File: src/rtl/mem_pkg.sv
// Shared types and helpers for the memory responder.
package mem_pkg;

  typedef enum logic [1:0] {
    IDLE = 2'd0,
    WAIT = 2'd1,
    RESP = 2'd2
  } mem_state_t;

  localparam int unsigned WORD_BYTES = 4;

  // Word-aligned and inside the array; addresses never wrap.
  function automatic logic addr_ok(input logic [31:0] addr, input int unsigned depth);
    return (addr[1:0] == 2'b00) && (addr < 32'(depth * WORD_BYTES));
  endfunction

endpackage

File: src/rtl/mem_array.sv
// Single-port word array: synchronous write, combinational read. Contents are not reset.
module mem_array #(
  parameter int unsigned DEPTH_WORDS = 64,
  parameter int unsigned ADDR_W      = $clog2(DEPTH_WORDS)
) (
  input  logic              clk,
  input  logic              we,
  input  logic [ADDR_W-1:0] addr,
  input  logic [31:0]       wdata,
  output logic [31:0]       rdata
);

  logic [31:0] mem [DEPTH_WORDS];

  // Write port
  always_ff @(posedge clk) begin
    if (we) begin
      mem[addr] <= wdata;
    end
  end

  assign rdata = mem[addr];

endmodule

File: src/rtl/mem_responder.sv
// Memory-side responder: one request at a time, programmable wait states, registered response.
module mem_responder
  import mem_pkg::*;
#(
  parameter int unsigned DEPTH_WORDS = 64,
  parameter int unsigned WAIT_CYCLES = 2
) (
  input  logic        clk,
  input  logic        reset,
  input  logic        req_valid,
  output logic        req_ready,
  input  logic        req_we,
  input  logic [31:0] req_addr,
  input  logic [31:0] req_wdata,
  output logic        rsp_valid,
  input  logic        rsp_ready,
  output logic [31:0] rsp_rdata,
  output logic        rsp_err
);

  localparam int unsigned AW = $clog2(DEPTH_WORDS);
  localparam logic [3:0] WaitInit = 4'(WAIT_CYCLES - 1);

  mem_state_t  state_q, state_d;
  logic [3:0]  wait_cnt_q, wait_cnt_d;
  logic        we_q, we_d;
  logic [31:0] addr_q, addr_d;
  logic [31:0] wdata_q, wdata_d;
  logic [31:0] rdata_q, rdata_d;
  logic        err_q, err_d;

  logic        enter_resp;
  logic        acc_we;
  logic [31:0] acc_addr;
  logic [31:0] acc_wdata;
  logic        acc_ok;
  logic        arr_we;
  logic [31:0] arr_rdata;

  // State and response registers
  always_ff @(posedge clk) begin
    if (reset) begin
      state_q    <= IDLE;
      wait_cnt_q <= 4'd0;
      we_q       <= 1'b0;
      addr_q     <= 32'd0;
      wdata_q    <= 32'd0;
      rdata_q    <= 32'd0;
      err_q      <= 1'b0;
    end else begin
      state_q    <= state_d;
      wait_cnt_q <= wait_cnt_d;
      we_q       <= we_d;
      addr_q     <= addr_d;
      wdata_q    <= wdata_d;
      rdata_q    <= rdata_d;
      err_q      <= err_d;
    end
  end

  // Next-state, access decode and handshake outputs
  always_comb begin
    state_d    = state_q;
    wait_cnt_d = wait_cnt_q;
    we_d       = we_q;
    addr_d     = addr_q;
    wdata_d    = wdata_q;
    rdata_d    = rdata_q;
    err_d      = err_q;
    enter_resp = 1'b0;

    req_ready  = (state_q == IDLE);
    rsp_valid  = (state_q == RESP);

    // With zero wait states the access happens on the accept edge, so it must
    // use the live request rather than the not-yet-latched copy.
    if (state_q == IDLE) begin
      acc_we    = req_we;
      acc_addr  = req_addr;
      acc_wdata = req_wdata;
    end else begin
      acc_we    = we_q;
      acc_addr  = addr_q;
      acc_wdata = wdata_q;
    end
    acc_ok = addr_ok(acc_addr, DEPTH_WORDS);

    case (state_q)
      IDLE: begin
        if (req_valid) begin
          we_d    = req_we;
          addr_d  = req_addr;
          wdata_d = req_wdata;
          if (WAIT_CYCLES == 0) begin
            state_d    = RESP;
            enter_resp = 1'b1;
          end else begin
            state_d    = WAIT;
            wait_cnt_d = WaitInit;
          end
        end
      end
      WAIT: begin
        if (wait_cnt_q == 4'd0) begin
          state_d    = RESP;
          enter_resp = 1'b1;
        end else begin
          wait_cnt_d = wait_cnt_q - 4'd1;
        end
      end
      RESP: begin
        if (rsp_ready) begin
          state_d = IDLE;
          rdata_d = 32'd0;
          err_d   = 1'b0;
        end
      end
      default: begin
        state_d = IDLE;
      end
    endcase

    if (enter_resp) begin
      err_d   = ~acc_ok;
      rdata_d = (!acc_we && acc_ok) ? arr_rdata : 32'd0;
    end

    // A reset on the commit edge must not let the store reach the array.
    arr_we = enter_resp && acc_we && acc_ok && !reset;
  end

  assign rsp_rdata = rdata_q;
  assign rsp_err   = err_q;

  mem_array #(
    .DEPTH_WORDS(DEPTH_WORDS),
    .ADDR_W     (AW)
  ) u_array (
    .clk  (clk),
    .we   (arr_we),
    .addr (acc_addr[AW+1:2]),
    .wdata(acc_wdata),
    .rdata(arr_rdata)
  );

endmodule

File: config.mk
export PLATFORM = sky130hd
export DESIGN_NAME = mem_responder
export DESIGN_NICKNAME = d
export VERILOG_FILES = /design/src/rtl/mem_pkg.sv /design/src/rtl/mem_array.sv /design/src/rtl/mem_responder.sv
export SDC_FILE = /design/constraint.sdc
export NUM_CORES = 2
export LEC_CHECK = 0
export CORE_UTILIZATION = 50
export DETAILED_ROUTE_END_ITERATION = 8
export MAX_ROUTING_LAYER = met4
export PLACE_DENSITY = 0.68
export SETUP_SLACK_MARGIN = 0.15
export SLEW_MARGIN = 20
export SYNTH_ARGS = -nofsm -noshare
export SYNTH_HDL_FRONTEND = slang
export SYNTH_SLANG_ARGS = --single-unit
File: constraint.sdc
create_clock -name clk -period 4.4 [get_ports clk]
set_clock_uncertainty 0.1 [all_clocks]
set_input_delay 0.88 -clock clk [delete_from_list [all_inputs] [get_ports clk]]
set_output_delay 0.88 -clock clk [all_outputs]
set_load 0.01 [all_outputs]
* Word-level counts from Yosys, hierarchy flattened
Memory sizes are Yosys's and may differ from the RTL's.
Index checks and enable logic that the tools add are counted.
** Storage, ports and cells
- Register bits :: 104
- Bits in writable memories :: 2048
- Input port bits :: 69
- Output and inout bits :: 35
- Memories kept :: 1
** Operators by class
- $add $sub $neg :: 1
- $lt $le $gt $ge :: 1
- Equal/unequal tests :: 6
- Mux-type cells :: 21
- Bitwise logic cells :: 1
- Reduce and logical (&&, ||, !) cells :: 17
** Memories
- u_array.mem :: depth 64, width 32, read ports 1, clocked after Yosys merged registers in 0, write ports 1, line mem_array.sv:13 : logic [31:0] mem [DEPTH_WORDS];
** Operators by type and width (number)
- two-way mux 32 bit :: 6
- < comparator 32 x 9 -> 1 bit, second input constant :: 1
- two-way mux 1 bit :: 8
- two-way mux 4 bit :: 2
- one-hot mux 4 bit (2 select lines) :: 1
- two-way mux 2 bit :: 3
- inequality test 2 bit, second input constant :: 3
- one-hot mux 2 bit (3 select lines) :: 1
- AND reduction 3 bit :: 2
- nonzero test 2 bit :: 3
- logical AND 1 bit :: 5
- logical NOT 2 bit :: 2
- logical NOT 4 bit :: 1
- AND reduction 2 bit :: 2
- subtractor 4 x 1 -> 4 bit, second input constant :: 1
- == test 2 x 1 -> 1 bit, second input constant :: 1
- == test 2 bit, second input constant :: 1
- logical NOT 1 bit :: 2
- inequality test 2 x 1 -> 1 bit, second input constant :: 1
- inverter 1 bit :: 1

* Logic depth before layout (Yosys ltp)
- Depth after elaboration :: 8
- Gate-level depth with buffers :: 14

* Modules after synthesis
Synthesis repeated with hierarchy kept, for this count alone.
** Unflattened totals
- Cells, all modules :: 4665
- Area, all modules :: 82477.9 sq um
** Modules (own cells, without submodules)
- mem_array :: instances 1, cells each 4207, area each 78287.6 sq um, sequential area each 61499.0 sq um
- mem_responder :: instances 1, cells each 458, area each 4190.3 sq um, sequential area each 2082.0 sq um

* Worst setup path after synthesis
No wires, ideal clock.
- Kind :: input-to-reg
- Start :: input port req_addr[2]
- End :: memory u_array.mem[15][0], enable pin
- Setup time :: 0.421 ns
- Arrival time :: 3.638 ns
- Data required time :: 3.879 ns
- Slack :: 0.241 ns
- Cell stages on the path :: 7
- Cells stage by stage :: clkbuf_1 > nor4bb_1 > a31oi_1 > buf_2 > nor2_1 > nand2_1 > nor2_1
** Between the ends
- Word-level cells in the longest chain between the ends :: 7
** Ends and longest elaborated chain
- from (decl) :: line mem_responder.sv:13 : input logic [31:0] req_addr,
- two-way mux 32 bit * :: line mem_responder.sv:77 : if (state_q == IDLE) begin
- < comparator 32 x 9 -> 1 bit :: line mem_pkg.sv:14 : return (addr[1:0] == 2'b00) && (addr < 32'(depth * WORD_BYTES));
- logical AND 1 bit :: line mem_pkg.sv:14
- logical AND 1 bit (2 in series) :: line mem_responder.sv:129 : arr_we = enter_resp && acc_we && acc_ok && !reset;
- two-way mux 1 bit :: line mem_array.sv:17 : if (we) begin
- two-way mux 1 bit (implied by the code) :: line mem_array.sv:18 : mem[addr] <= wdata;
- to (decl) :: line mem_array.sv:13
Every way passes the cells marked *; elsewhere a longest branch is shown, timed or not.

* Worst setup path in the final report
- Start :: register state_q[0]
- End :: register rdata_q[29] (netlist: rsp_rdata[29])
** Between the ends
- Word-level cells in the longest chain between the ends :: 7
- Elaborated cells between the ends (all ways) :: 17
- Those cells by class :: order compare: 1; eq/ne: 2; mux: 5; reduce/logical: 8; memory: 1
** Ends and longest elaborated chain
- from (decl) :: line mem_responder.sv:24 : mem_state_t state_q, state_d;
- from (signal assigned) :: line mem_responder.sv:51 : state_q <= state_d;
- logical NOT 2 bit :: line mem_responder.sv:77
- two-way mux 32 bit :: line mem_responder.sv:77
- < comparator 32 x 9 -> 1 bit or logical NOT 2 bit (tied branches) :: line mem_pkg.sv:14
- logical AND 1 bit :: line mem_pkg.sv:14
- logical AND 1 bit :: line mem_responder.sv:125 : rdata_d = (!acc_we && acc_ok) ? arr_rdata : 32'd0;
- two-way mux 32 bit :: line mem_responder.sv:125
- two-way mux 32 bit :: line mem_responder.sv:123 : if (enter_resp) begin
- to (signal assigned) :: line mem_responder.sv:56 : rdata_q <= rdata_d;
- to (decl) :: line mem_responder.sv:29 : logic [31:0] rdata_q, rdata_d;
Several ways; a longest one is shown, not always the timed one.
A chain may end at the register's enable or synchronous reset.

==> results by group <==
Status
  – Status: completed

Clock tree
  – CTS tree: done
  – Clk sink count: about 2200
  – Post-CTS Setup Bufs: 0
  – CTS max path bufs: 3
  – Hold buffer count at CTS: 0
  – Root buf cell: clkbuf_16
  – CTS-repair resized insts: 0
  – Reg clk slew, reported paths: roughly 0.060 ns
  – CTS H-tree depth: 4
  – Clk_lat worst skew: slightly below 0.9 ns
  – CTS buffer count: ~210

Place
  – Dpl cell area: 0.0878 sq mm
  – DP HPWL: approximately 160000 um
  – Final Wtd Congestion: 0.923
  – Port Buf Inserts: a little over 100
  – Placed cell count: just under 8000

Pwr
  – Power per cell area: between 500 and 600 mW/mm^2
  – P_leak: 0.0308 uW
  – Worst VDD drop: 0.428 mV

Critical path
  – Worst setup EP type: register
  – Startpoint Class: register
  – Crit Path Category: reg -> reg
  – WP data required: a little over 5 ns
  – Arr. time, crit path: between 4 and 5 ns
  – Critical path fanouts, max: 29

Synth
  – Synthesized netlist cell count: 5499
  – Most area-consuming cells after synthesis: edfxtp_1, nand2_1, o22ai_1
  – Register area share after synthesis: 79.0%
  – Async set-or-reset flop fraction in the synthesized netlist: 0%
  – Leading area contributor after synthesis: edfxtp_1
  – Top_reg_cell synth: edfxtp_1
  – Post-Syn Area per Cell: around 15 sq um
  – Post-synth top area share: 76.4%
  – Cell area after synthesis: between 0.08 and 0.09 sq mm
  – Post-Syn Nets: ~5600
  – Number of synthesized flops with an enable pin: 2048
  – Synthesis-stage register bit count: 2152
  – Yosys warns: 0
  – Unique cell type count in the Yosys netlist: just under 70

GRT
  – Gr ovfl total: 0
  – Global-route wire length before repair: between 300000 and 400000 um
  – Initial antenna violation count: 12
  – Total track usage: 35.2%
  – Number of global-route vias before repair: 51600
  – Largest net degree at the start of global routing: between 70 and 80

Finish
  – Final Non-Filler Cells: roughly 8200
  – Layout cells sized above 1: between 10% and 20%
  – Area Overhead vs Synth: 17.4%
  – Design Area, Final: approximately 0.095 sq mm
  – Nets: 5890

Floorplan
  – Core area: approximately 0.16 sq mm
  – I/O pin count: around 100
  – # rows: 146
  – Die Wd: between 400 and 500 um
  – Die height: around 400 um
  – Initial Util: roughly 51%
  – DIE AREA: about 0.16 sq mm

Detailed routing
  – Pre-antenna DRT Iters: 8
  – Antenna-violating nets left: 0
  – Post-route DRC: 0
  – Post-Route WL: 282000 um
  – Wire per inst: 34.5 um
  – Iter 0 DRT Violations: ~11000
  – Vias: roughly 56000
  – Via-per-instance ratio: just under 7

Timing
  – Hold WS: 0.354 ns
  – Final Hold Viols: 0
  – Worst-margin pin slew: roughly 1.0 ns
  – RSZ-0062 raised after global routing: false
  – Setup_tns: 0 ns
  – Post-layout min period: between 4 and 5 ns
  – Slew Limit Fails: 0
  – Final setup vio count: 0
  – Rel. slew slack: between 30% and 40%
  – Final worst path period share: roughly nine tenths
  – Fmax: 0.248 GHz

Hold path
  – Hold Crit Class: reg -> reg

Run
  – Max-Cap Viols: 0
==> where the power goes <==
part	total (uW)	internal (uW)	switching, uW
clock network	17500	9660	7800
registers	23600	23500	63.1
logic	7550	1930	5620
total	48600	35100	13500
==> registers in the layout (all words and copies together), names as in the netlist <==
register,cells
addr_q,32
rsp_err,1
rsp_rdata,32
state_q,2
u_array.mem,2048
wait_cnt_q,4
wdata_q,32
we_q,1
==> Yosys cell counts, types with 3 or more instances <==
cell and number:
nor3_1 64, nor2_1 176, a221oi_1 3, o31ai_1 20, nand3b_1 5, clkbuf_1 125, mux2i_1 43, o21a_1 3
a21boi_0 4, nand2_1 1213, a211oi_1 11, nand4_1 4, buf_2 161, or3_1 10, buf_4 10, inv_1 3
a32oi_1 55, o22a_1 4, a22o_1 13, nor4_1 47, or4_1 19, o21ai_0 29, a21oi_1 282, a32o_1 39
edfxtp_1 2048, a311oi_1 4, a22oi_1 10, nor2b_1 7, a31oi_1 230, o22ai_1 446, dfxtp_1 104, nand2b_1 4
nand3_1 182, and3_1 12, o221ai_1 13, buf_1 49, mux2_2 4
==> cell type report <==
cell class | count | area [sq um]
clock buffer | 289 | 5770
multi-input combinational | 2996 | 16200
sequential | 2152 | 63600
fill | 11700 | 64600
inverter | 4 | 17.5
clock inverter | 102 | 870
tap | 2146 | 2690
timing repair buffer | 456 | 5400
antenna | 15 | 37.5
==> path summary, 6_finish.rpt <==
check / start / cells past startpoint / to / slack, ns
setup / recovery: state_q[0] / 11 / rsp_rdata[29] / 0.37
hold / removal: addr_q[25] / 2 / addr_q[25] / 0.35
setup reg to reg: state_q[0] / 11 / rsp_rdata[29] / 0.37
hold reg to reg: addr_q[25] / 2 / addr_q[25] / 0.35
==> worst max-delay path, cell delays in order, from the launching register on <==
cell	delay, ns
dfxtp_1	0.46
or2_2	0.38
inv_4	0.28
mux2_8	0.53
nand2_8	0.29
buf_12	0.33
buf_4	0.18
o22ai_1	0.07
nor2_1	0.11
a21oi_1	0.22
or4_1	0.70
o31ai_1	0.22
==> cell families (layout without fill, tap and decap cells) <==
logic type	count (synthesis)	count (layout)	synth area share [%]
flip-flops	2152	2152	79.0
AND/OR/NAND/NOR	1761	1761	9.07
AO/OA/AOI/OAI	1182	1182	9.32
buffers and inverters	351	851	1.96
multiplexers	49	49	0.623
adder cells (fa/ha/maj)	2	2	0.0311
XOR/XNOR	2	2	0.0218
other	0	15	0
==> cell usage in the layout, fill, tap and decap left out, drive strengths merged, types with 48 or more instances in the layout <==
| cell | count |
|---|---|
| nor2 | 177 |
| a31oi | 230 |
| edfxtp | 2048 |
| nor3 | 64 |
| clkdlybuf4s50 | 102 |
| clkbuf | 289 |
| a32oi | 55 |
| nand3 | 182 |
| buf | 354 |
| nor4 | 48 |
| o22ai | 446 |
| clkinv | 80 |
| nand2 | 1214 |
| dfxtp | 104 |
| a21oi | 282 |
==> per-layer routing <==
layer | vias to the layer above | share of wire, % | track usage [%]
li1 | 21900 | - | -
met1 | 27500 | 35 | 47.2
met2 | 5348 | 43 | 49.6
met3 | 910 | 16 | 10.2
met4 | 0 | 5.3 | 16.6
met5 | - | 0 | -
==> per-stage QoR <==
stage / setup slack [ns] / total power, uW / utilization, %
2_1_floorplan: 0.241 / 27800 / -
3_3_place_gp: 0.147 / 31100 / 55.2
3_5_place_dp: 0.107 / 31200 / 55.2
4_1_cts: 0.366 / 48300 / 59.3
5_1_grt: 0.294 / 49600 / 59.4
6_report: 0.372 / 48600 / 59.4
(Power assumes the default switching activity.)
